## src/rtl/phy_init_sequencer.sv

```systemverilog
// PHY bring-up sequencer: hardware reset, settle delay, register
// table writes over MDIO, then periodic BMSR link-status polling.
module phy_init_sequencer #(
  parameter int unsigned RESET_CYCLES      = 1250000,
  parameter int unsigned POST_RESET_CYCLES = 625000,
  parameter int unsigned POLL_CYCLES       = 125000,
  parameter int unsigned ACK_TIMEOUT       = 4096,
  parameter int unsigned NUM_CFG           = 2,
  parameter logic [21*NUM_CFG-1:0] CFG_TABLE =
    {21'h04_01E1, 21'h00_1140}
) (
  input  logic        clk,
  input  logic        reset_n,
  input  logic        restart,
  output logic        phy_resetn,
  output logic        mdio_req,
  output logic        mdio_wr,
  output logic [4:0]  mdio_reg,
  output logic [15:0] mdio_wdata,
  input  logic        mdio_ack,
  input  logic [15:0] mdio_rdata,
  output logic        init_done,
  output logic        link_up,
  output logic        err_timeout
);

  typedef enum logic [2:0] {
    RST_HOLD,
    RST_WAIT,
    CFG,
    POLL_IDLE,
    POLL_RD
  } state_t;

  localparam logic [23:0] RST_N  = 24'(RESET_CYCLES);
  localparam logic [23:0] POST_N = 24'(POST_RESET_CYCLES);
  localparam logic [23:0] POLL_N = 24'(POLL_CYCLES);
  localparam logic [23:0] ACK_N  = 24'(ACK_TIMEOUT);
  localparam logic [3:0]  LAST   = 4'(NUM_CFG - 1);

  state_t      state;
  logic [23:0] cnt;
  logic [3:0]  idx;
  logic [20:0] entry;

  assign entry = CFG_TABLE[21*idx +: 21];

  // cnt==0 in RST_HOLD only occurs straight out of async reset;
  // that first edge already counts as one reset cycle.
  always_ff @(posedge clk or negedge reset_n) begin
    if (!reset_n) begin
      state       <= RST_HOLD;
      cnt         <= '0;
      idx         <= '0;
      phy_resetn  <= 1'b0;
      mdio_req    <= 1'b0;
      mdio_wr     <= 1'b0;
      mdio_reg    <= '0;
      mdio_wdata  <= '0;
      init_done   <= 1'b0;
      link_up     <= 1'b0;
      err_timeout <= 1'b0;
    end else if (restart) begin
      state       <= RST_HOLD;
      cnt         <= RST_N;
      idx         <= '0;
      phy_resetn  <= 1'b0;
      mdio_req    <= 1'b0;
      mdio_wr     <= 1'b0;
      mdio_reg    <= '0;
      mdio_wdata  <= '0;
      init_done   <= 1'b0;
      link_up     <= 1'b0;
      err_timeout <= 1'b0;
    end else begin
      unique case (state)
        RST_HOLD: begin
          if (cnt == 24'd1 || (cnt == '0 && RST_N == 24'd1)) begin
            phy_resetn <= 1'b1;
            state      <= RST_WAIT;
            cnt        <= POST_N;
          end else if (cnt == '0) begin
            cnt <= RST_N - 24'd1;
          end else begin
            cnt <= cnt - 24'd1;
          end
        end
        RST_WAIT: begin
          if (cnt == 24'd1) begin
            state      <= CFG;
            idx        <= '0;
            mdio_req   <= 1'b1;
            mdio_wr    <= 1'b1;
            mdio_reg   <= CFG_TABLE[20:16];
            mdio_wdata <= CFG_TABLE[15:0];
            cnt        <= ACK_N;
          end else begin
            cnt <= cnt - 24'd1;
          end
        end
        CFG: begin
          if (!mdio_req) begin
            mdio_req   <= 1'b1;
            mdio_wr    <= 1'b1;
            mdio_reg   <= entry[20:16];
            mdio_wdata <= entry[15:0];
            cnt        <= ACK_N;
          end else if (mdio_ack) begin
            mdio_req <= 1'b0;
            if (idx == LAST) begin
              init_done <= 1'b1;
              state     <= POLL_IDLE;
              cnt       <= POLL_N;
            end else begin
              idx <= idx + 4'd1;
            end
          end else if (cnt == 24'd1) begin
            err_timeout <= 1'b1;
            init_done   <= 1'b0;
            link_up     <= 1'b0;
            mdio_req    <= 1'b0;
            phy_resetn  <= 1'b0;
            idx         <= '0;
            state       <= RST_HOLD;
            cnt         <= RST_N;
          end else begin
            cnt <= cnt - 24'd1;
          end
        end
        POLL_IDLE: begin
          if (cnt == 24'd1) begin
            state      <= POLL_RD;
            mdio_req   <= 1'b1;
            mdio_wr    <= 1'b0;
            mdio_reg   <= 5'd1;
            mdio_wdata <= '0;
            cnt        <= ACK_N;
          end else begin
            cnt <= cnt - 24'd1;
          end
        end
        POLL_RD: begin
          if (mdio_ack) begin
            link_up  <= mdio_rdata[2];
            mdio_req <= 1'b0;
            state    <= POLL_IDLE;
            cnt      <= POLL_N;
          end else if (cnt == 24'd1) begin
            err_timeout <= 1'b1;
            init_done   <= 1'b0;
            link_up     <= 1'b0;
            mdio_req    <= 1'b0;
            phy_resetn  <= 1'b0;
            idx         <= '0;
            state       <= RST_HOLD;
            cnt         <= RST_N;
          end else begin
            cnt <= cnt - 24'd1;
          end
        end
        default: state <= RST_HOLD;
      endcase
    end
  end

endmodule

```

## config.mk

```make
export PLATFORM = sky130hd
export DESIGN_NAME = phy_init_sequencer
export DESIGN_NICKNAME = d
export VERILOG_FILES = /design/src/rtl/phy_init_sequencer.sv
export SDC_FILE = /design/constraint.sdc
export NUM_CORES = 1
export LEC_CHECK = 0
export BUFFER_PORTS_ARGS = -buffer_cell sky130_fd_sc_hd__buf_2
export CAP_MARGIN = 15
export CORE_MARGIN = 10
export CORE_UTILIZATION = 30
export CTS_CLUSTER_SIZE = 28
export DETAILED_ROUTE_END_ITERATION = 6
export RECOVER_POWER = 25
export SYNTH_ARGS = -nofsm -noshare
export SYNTH_HDL_FRONTEND = slang
export SYNTH_SLANG_ARGS = --single-unit
```

## constraint.sdc

```tcl
create_clock -name clk -period 6.3 [get_ports clk]
set_clock_uncertainty 0.15 [all_clocks]
set_input_delay 0.315 -clock clk [delete_from_list [all_inputs] [get_ports clk]]
set_output_delay 0.315 -clock clk [all_outputs]
set_load 0.02 [all_outputs]
```

After elaboration in Yosys (flattened, before gate mapping)
Cells that the tools add are included.
- bits in registers: 58
- input port bits: 20
- output and inout bits: 27
- word-level logic and storage cells: 122
- add/subtract/negate cells: 2
- multipliers: 1
- eq/ne operators: 18
- shift operators: 1
- mux-type cells: 71
- reductions and logical operators: 18
- operator list (operator ; number):
    24-bit 2-to-1 mux ; 9
    24-bit one-hot mux with 4 select lines ; 1
    16-bit 2-to-1 mux ; 4
    16-bit one-hot mux with 3 select lines ; 1
    42-bit by 10-bit variable part select with 21-bit output (first input constant) ; 1
    1-bit 2-to-1 mux ; 28
    3-bit 2-to-1 mux ; 9
    24-bit by 1-bit equality test with 1-bit output (second input constant) ; 1
    24-bit logical NOT ; 1
    4-bit 2-to-1 mux ; 6
    24-bit by 1-bit subtractor with 24-bit output (second input constant) ; 1
    3-bit inequality test (second input constant) ; 7
    5-bit 2-to-1 mux ; 4
    4-bit nonzero test ; 4
    3-bit one-hot mux with 5 select lines ; 1
    5-bit one-hot mux with 3 select lines ; 1
    4-bit inequality test (second input constant) ; 3
    4-bit one-hot mux with 3 select lines ; 1
    4-bit AND reduction ; 3
    5-bit by 4-bit multiplier with 9-bit output (first input constant) ; 1
    1-bit one-hot mux with 3 select lines ; 3
    3-bit AND reduction ; 3
    3-bit by 2-bit equality test with 1-bit output (second input constant) ; 2
    1-bit one-hot mux with 2 select lines ; 3
    other kinds (12) ; 13

Depth between registers and ports, before layout
- word-level depth: 6
- gate-level depth with buffers: 9

Least setup slack after synthesis
OpenSTA, ideal clock, no wires.
- kind: flip-flop to flip-flop
- start: reg idx[1]
- end: reg cnt[16]
- library setup time: 0.131 ns
- arrival: 1.877 ns
- required time: 6.019 ns
- setup slack: 4.142 ns
- cell stages (with the launch flop): 9
- clock period less this slack: 2.158 ns
- cells stage by stage: dfrtp_1 -> inv_1 -> ha_1 -> or3b_1 -> nand4_2 -> and3_1 -> o31ai_4 -> nor4b_1 -> nor3_1
- cells in the longest elaborated chain, start to end: 3
- ends and longest elaborated chain (what ; RTL line ; source):
    start: declaration ; 43 ; logic [3:0] idx;
    start signal: assignment ; 115 ; idx <= idx + 4'd1;
    4-bit by 1-bit equality test with 1-bit output ; 110 ; if (idx == LAST) begin
    5-bit inequality test (no line) ; n/a ;
    2-bit AND reduction (no line) ; n/a ;
    end signal: assignment ; 98 ; cnt <= cnt - 24'd1;
    end signal: assignment ; 127 ; cnt <= cnt - 24'd1;
    end signal: assignment ; 139 ; cnt <= cnt - 24'd1;
    end: declaration ; 42 ; logic [23:0] cnt;
Every way passes these cells.
A chain may end at the register's enable or synchronous reset.

Worst setup path after layout
- start: reg state[1]
- end: reg cnt[21]
- cells in the longest elaborated chain, start to end: 4
- elaborated cells on any way between the ends: 11
- classes of those cells: eq/ne (5); mux (2); reduce/logical (4)
- ends and longest elaborated chain (what ; RTL line ; source):
    start: declaration ; 41 ; state_t state;
    start signal: assignment ; 52 ; state <= RST_HOLD;
    start signal: assignment ; 64 ; state <= RST_HOLD;
    start signal: assignment ; 80 ; state <= RST_WAIT;
    3-bit by 2-bit equality test with 1-bit output / 3-bit by 1-bit equality test with 1-bit output (equally long branches) ; 76 ; unique case (state)
    2-bit OR reduction (no line) ; n/a ;
    24-bit one-hot mux with 4 select lines / 5-bit nonzero test (equally long branches) ; n/a ;
    24-bit 2-to-1 mux / 2-bit AND reduction (equally long branches) ; n/a ;
    end signal: assignment ; 83 ; cnt <= RST_N - 24'd1;
    end signal: assignment ; 85 ; cnt <= cnt - 24'd1;
    end signal: assignment ; 98 ;
Several ways; a longest one is shown, not always the timed one.

==> impl_metrics.py <==
metrics = {
    "status": {
        "outcome": "finished with violations",
        "violations": "capacitance limit, slew limit",
    },
    "logic_synthesis": {
        "ys_ff_latch": 41,
        "syn_area_um2": 3060,
        "synth_warnings": 0,
        "synth-edff-count": 0,
        "yosysTopAreaCell": "dfrtp_1",
        "synthArstFlopShare_pct": 100,
        "ys_seq_area_share_pct": 33.5,
        "synth_area_leaders": "dfrtp_1 (33%), buf_4 (4.7%), nor2_1 (4.7%), a21oi_1 (3.6%), nand2_1 (2.8%)",
        "synth_cell_types": 75,
        "syn_inst": 348,
        "yosysTopAreaCellShare_pct": 33.5,
        "ys.flop_type": "dfrtp_1",
        "syn_avg_cell_area_um2": 8.81,
    },
    "grt": {
        "grt-ovfl-total": 0,
        "grt_pass1_wl_mm": 13.3,
        "grt.total_usage_pct": 11.0,
        "grt_pass1_vias": 2517,
        "grt_max_degree": 42,
        "antenna_found_initial": 0,
    },
    "route": {
        "met2_length_mm": 3.88,
        "drt_first_pass_iters": 4,
        "antenna_left": 0,
        "drc": 0,
        "vias": 2734,
        "wire_per_inst_um": 17.0,
        "routed_wl_mm": 8.30,
        "via_per_inst": 5.60,
        "highest_layer": "met4",
        "wl_met1_mm": 3.89,
        "dr_wl_met3_um": 384,
        "drt_iter0_markers": 251,
    },
    "critical_path": {
        "required_ps": 6330,
        "crit_arrival_ps": 2700,
        "critPathSlowestCell": "dfrtp_1",
        "crit_family": "simple AND/OR/NAND/NOR gates",
        "end_kind": "flop",
        "path_class": "reg2reg",
        "max_stage_delay_ps": 740,
        "crit_path_max_fanout": 19,
        "crit_path_cell_trace": "nor3b_2 -> nand4_2 -> a21oi_4 -> nor4_1 -> xnor2_1 -> nor2_1",
        "critical_path_buf_inv_count": 0,
        "startpoint_type": "flop",
    },
    "flow_run": {
        "maxCapViolations": 1,
    },
    "placed_design": {
        "gp_congestion": 0.906,
        "dpl_cell_area_um2": 3170,
        "dp_hpwl_mm": 6.03,
        "port_buffers": 18,
    },
    "final_layout": {
        "diodes": 0,
        "largest_register": "cnt",
        "largest_register_ffs": 24,
        "fin_util_pct": 33.2,
        "drive_gt1_share_pct": 15.5,
        "area_delta_synth_final_pct": 6.74,
        "finalNetCount": 379,
        "reg_top3": "cnt: 24 flops, idx: 4 flops, state: 3 flops",
        "design_area_um2": 3270,
    },
    "sta": {
        "drv_slew": 42,
        "rsz0062_at_grt": "no",
        "fin_crit_ps": 2670,
        "worst_pin_slew_ps": 2160,
        "clock.fmax_mhz": 375,
        "timing.slew.headroom_pct": -43.9,
        "finalCritPeriodShare_pct": 42.3,
        "setup_tns_ps": 0,
        "setup_viol": 0,
        "hold_violations": 0,
    },
    "pwr": {
        "p_leak_uw": 0.00132,
        "ir_drop_uv": 83.4,
        "pwr_density_cell_nw_per_um2": 170,
    },
    "cts": {
        "clkLatencyLatePin_ps": 300,
        "ctsRootBufferMaster": "clkbuf_8",
        "cts_sinks": 41,
        "htree_num_levels": 2,
        "cts_tree": "yes",
        "path_clk_slew_ps": 80,
        "hold_buffers": 0,
        "postCtsSetupBuffers": 0,
        "cts_max_path_buffers": 2,
        "ctsResizeCount": 0,
        "numCtsBuffers": 5,
    },
    "floorplanning": {
        "start_util_pct": 31.1,
        "die-area_um2": 14700,
        "num_rows": 36,
        "core_um2": 9860,
        "fp.dieH_um": 121,
        "ioPinCount": 47,
        "die_w_um": 121,
    },
    "min_path": {
        "hold_path_class": "in2reg",
    },
}
[cell usage in the layout (no fill, tap or decap), types with 9 or more instances in the layout]
cell / synthesis / routed
a31oi_1: 9 / 9
buf_2: 6 / 17
dfrtp_1: 41 / 41
nand3_1: 17 / 17
a21oi_1: 22 / 22
nor2_1: 38 / 38
o21ai_0: 16 / 16
nand2_1: 23 / 23
nor3_1: 9 / 9
conb_1: 1 / 13
[worst reg2reg max path, stage by stage, from the launching register on]
cell and delay, ps:
dfrtp_1 740, nor3b_2 410, nand4_2 280, a21oi_4 590
nor4_1 150, xnor2_1 170, nor2_1 60
[cell type report]
type / count / area (um2)
Fill cell: 1034 / 6590
Multi-Input combinational cell: 279 / 1850
Sequential cell: 41 / 1030
Tap cell: 133 / 166
Clock buffer: 7 / 96.3
Timing Repair Buffer: 18 / 88.8
Inverter: 9 / 33.8
Clock inverter: 1 / 5.00
[routing by layer]
metal	vias to the layer above	global-route usage, %
met4	0	4.00
li1	1286	-
met5	-	0
met3	13	1.35
met2	79	17.5
met1	1356	15.0
[cell families (layout without fill, tap and decap cells)]
kind of cell               Yosys count  in the layout  synth area share [%]
DFF                                 41             41                  33.5
and+or+nand+nor                    144            144                  28.4
muxes                                1              1                 0.367
buffers and inverters               40             35                  7.47
adders and majority gates            5              5                  2.04
xor gates and xnor gates            11             11                  3.14
AOI/OAI and AO/OA                  105            105                  25.0
other                                1             13                 0.122
[cell usage after synthesis (3+ instances only)]
cell type	count
nor3_1	9
nor2_1	38
clkbuf_1	3
xor2_1	7
o211ai_1	3
and3_1	4
or3_1	4
buf_2	6
nor4_4	4
nand2_1	23
o31ai_1	3
nand2b_1	5
buf_4	19
nand3_1	17
nand4_1	3
a31oi_1	9
a21oi_1	22
and4_1	3
o211a_1	3
buf_1	3
o21ai_0	16
a22o_1	8
xnor2_1	4
nor4_1	6
ha_1	5
nor4_2	5
dfrtp_1	41
a21o_1	4
o21a_1	4
inv_1	8
[power by group]
group / internal, uW / total [uW] / switching (uW)
registers: 271 / 288 / 17.0
clock network: 99.1 / 196 / 96.4
logic: 25.0 / 74.0 / 49.1
total: 395 / 558 / 162
[stage by stage]
step / power, uW / worst slack (ps) / hold WS [ps] / std cells
2_1_floorplan: 351 / 4140 / -131 / 360
3_3_place_gp: 366 / 3710 / 326 / 480
3_5_place_dp: 367 / 3690 / 328 / 480
4_1_cts: 561 / 3660 / 46.1 / 488
5_1_grt: 578 / 3470 / 215 / 488
6_report: 558 / 3630 / 193 / 488
[final timing paths]
check                                  to  depth (start not counted)           start  slack [ps]
setup reg to reg                  cnt[21]                          6        state[1]        3630
hold reg to reg            mdio_wdata[12]                          1  mdio_wdata[12]         350
hold / removal                    link_up                          3   mdio_rdata[2]         190
min in group asynchronous         cnt[17]                          1         reset_n         490
setup / recovery                  cnt[21]                          6        state[1]        3630
max in group asynchronous          cnt[8]                          1         reset_n        4280
Note: power is estimated with default switching activity, not from simulation.
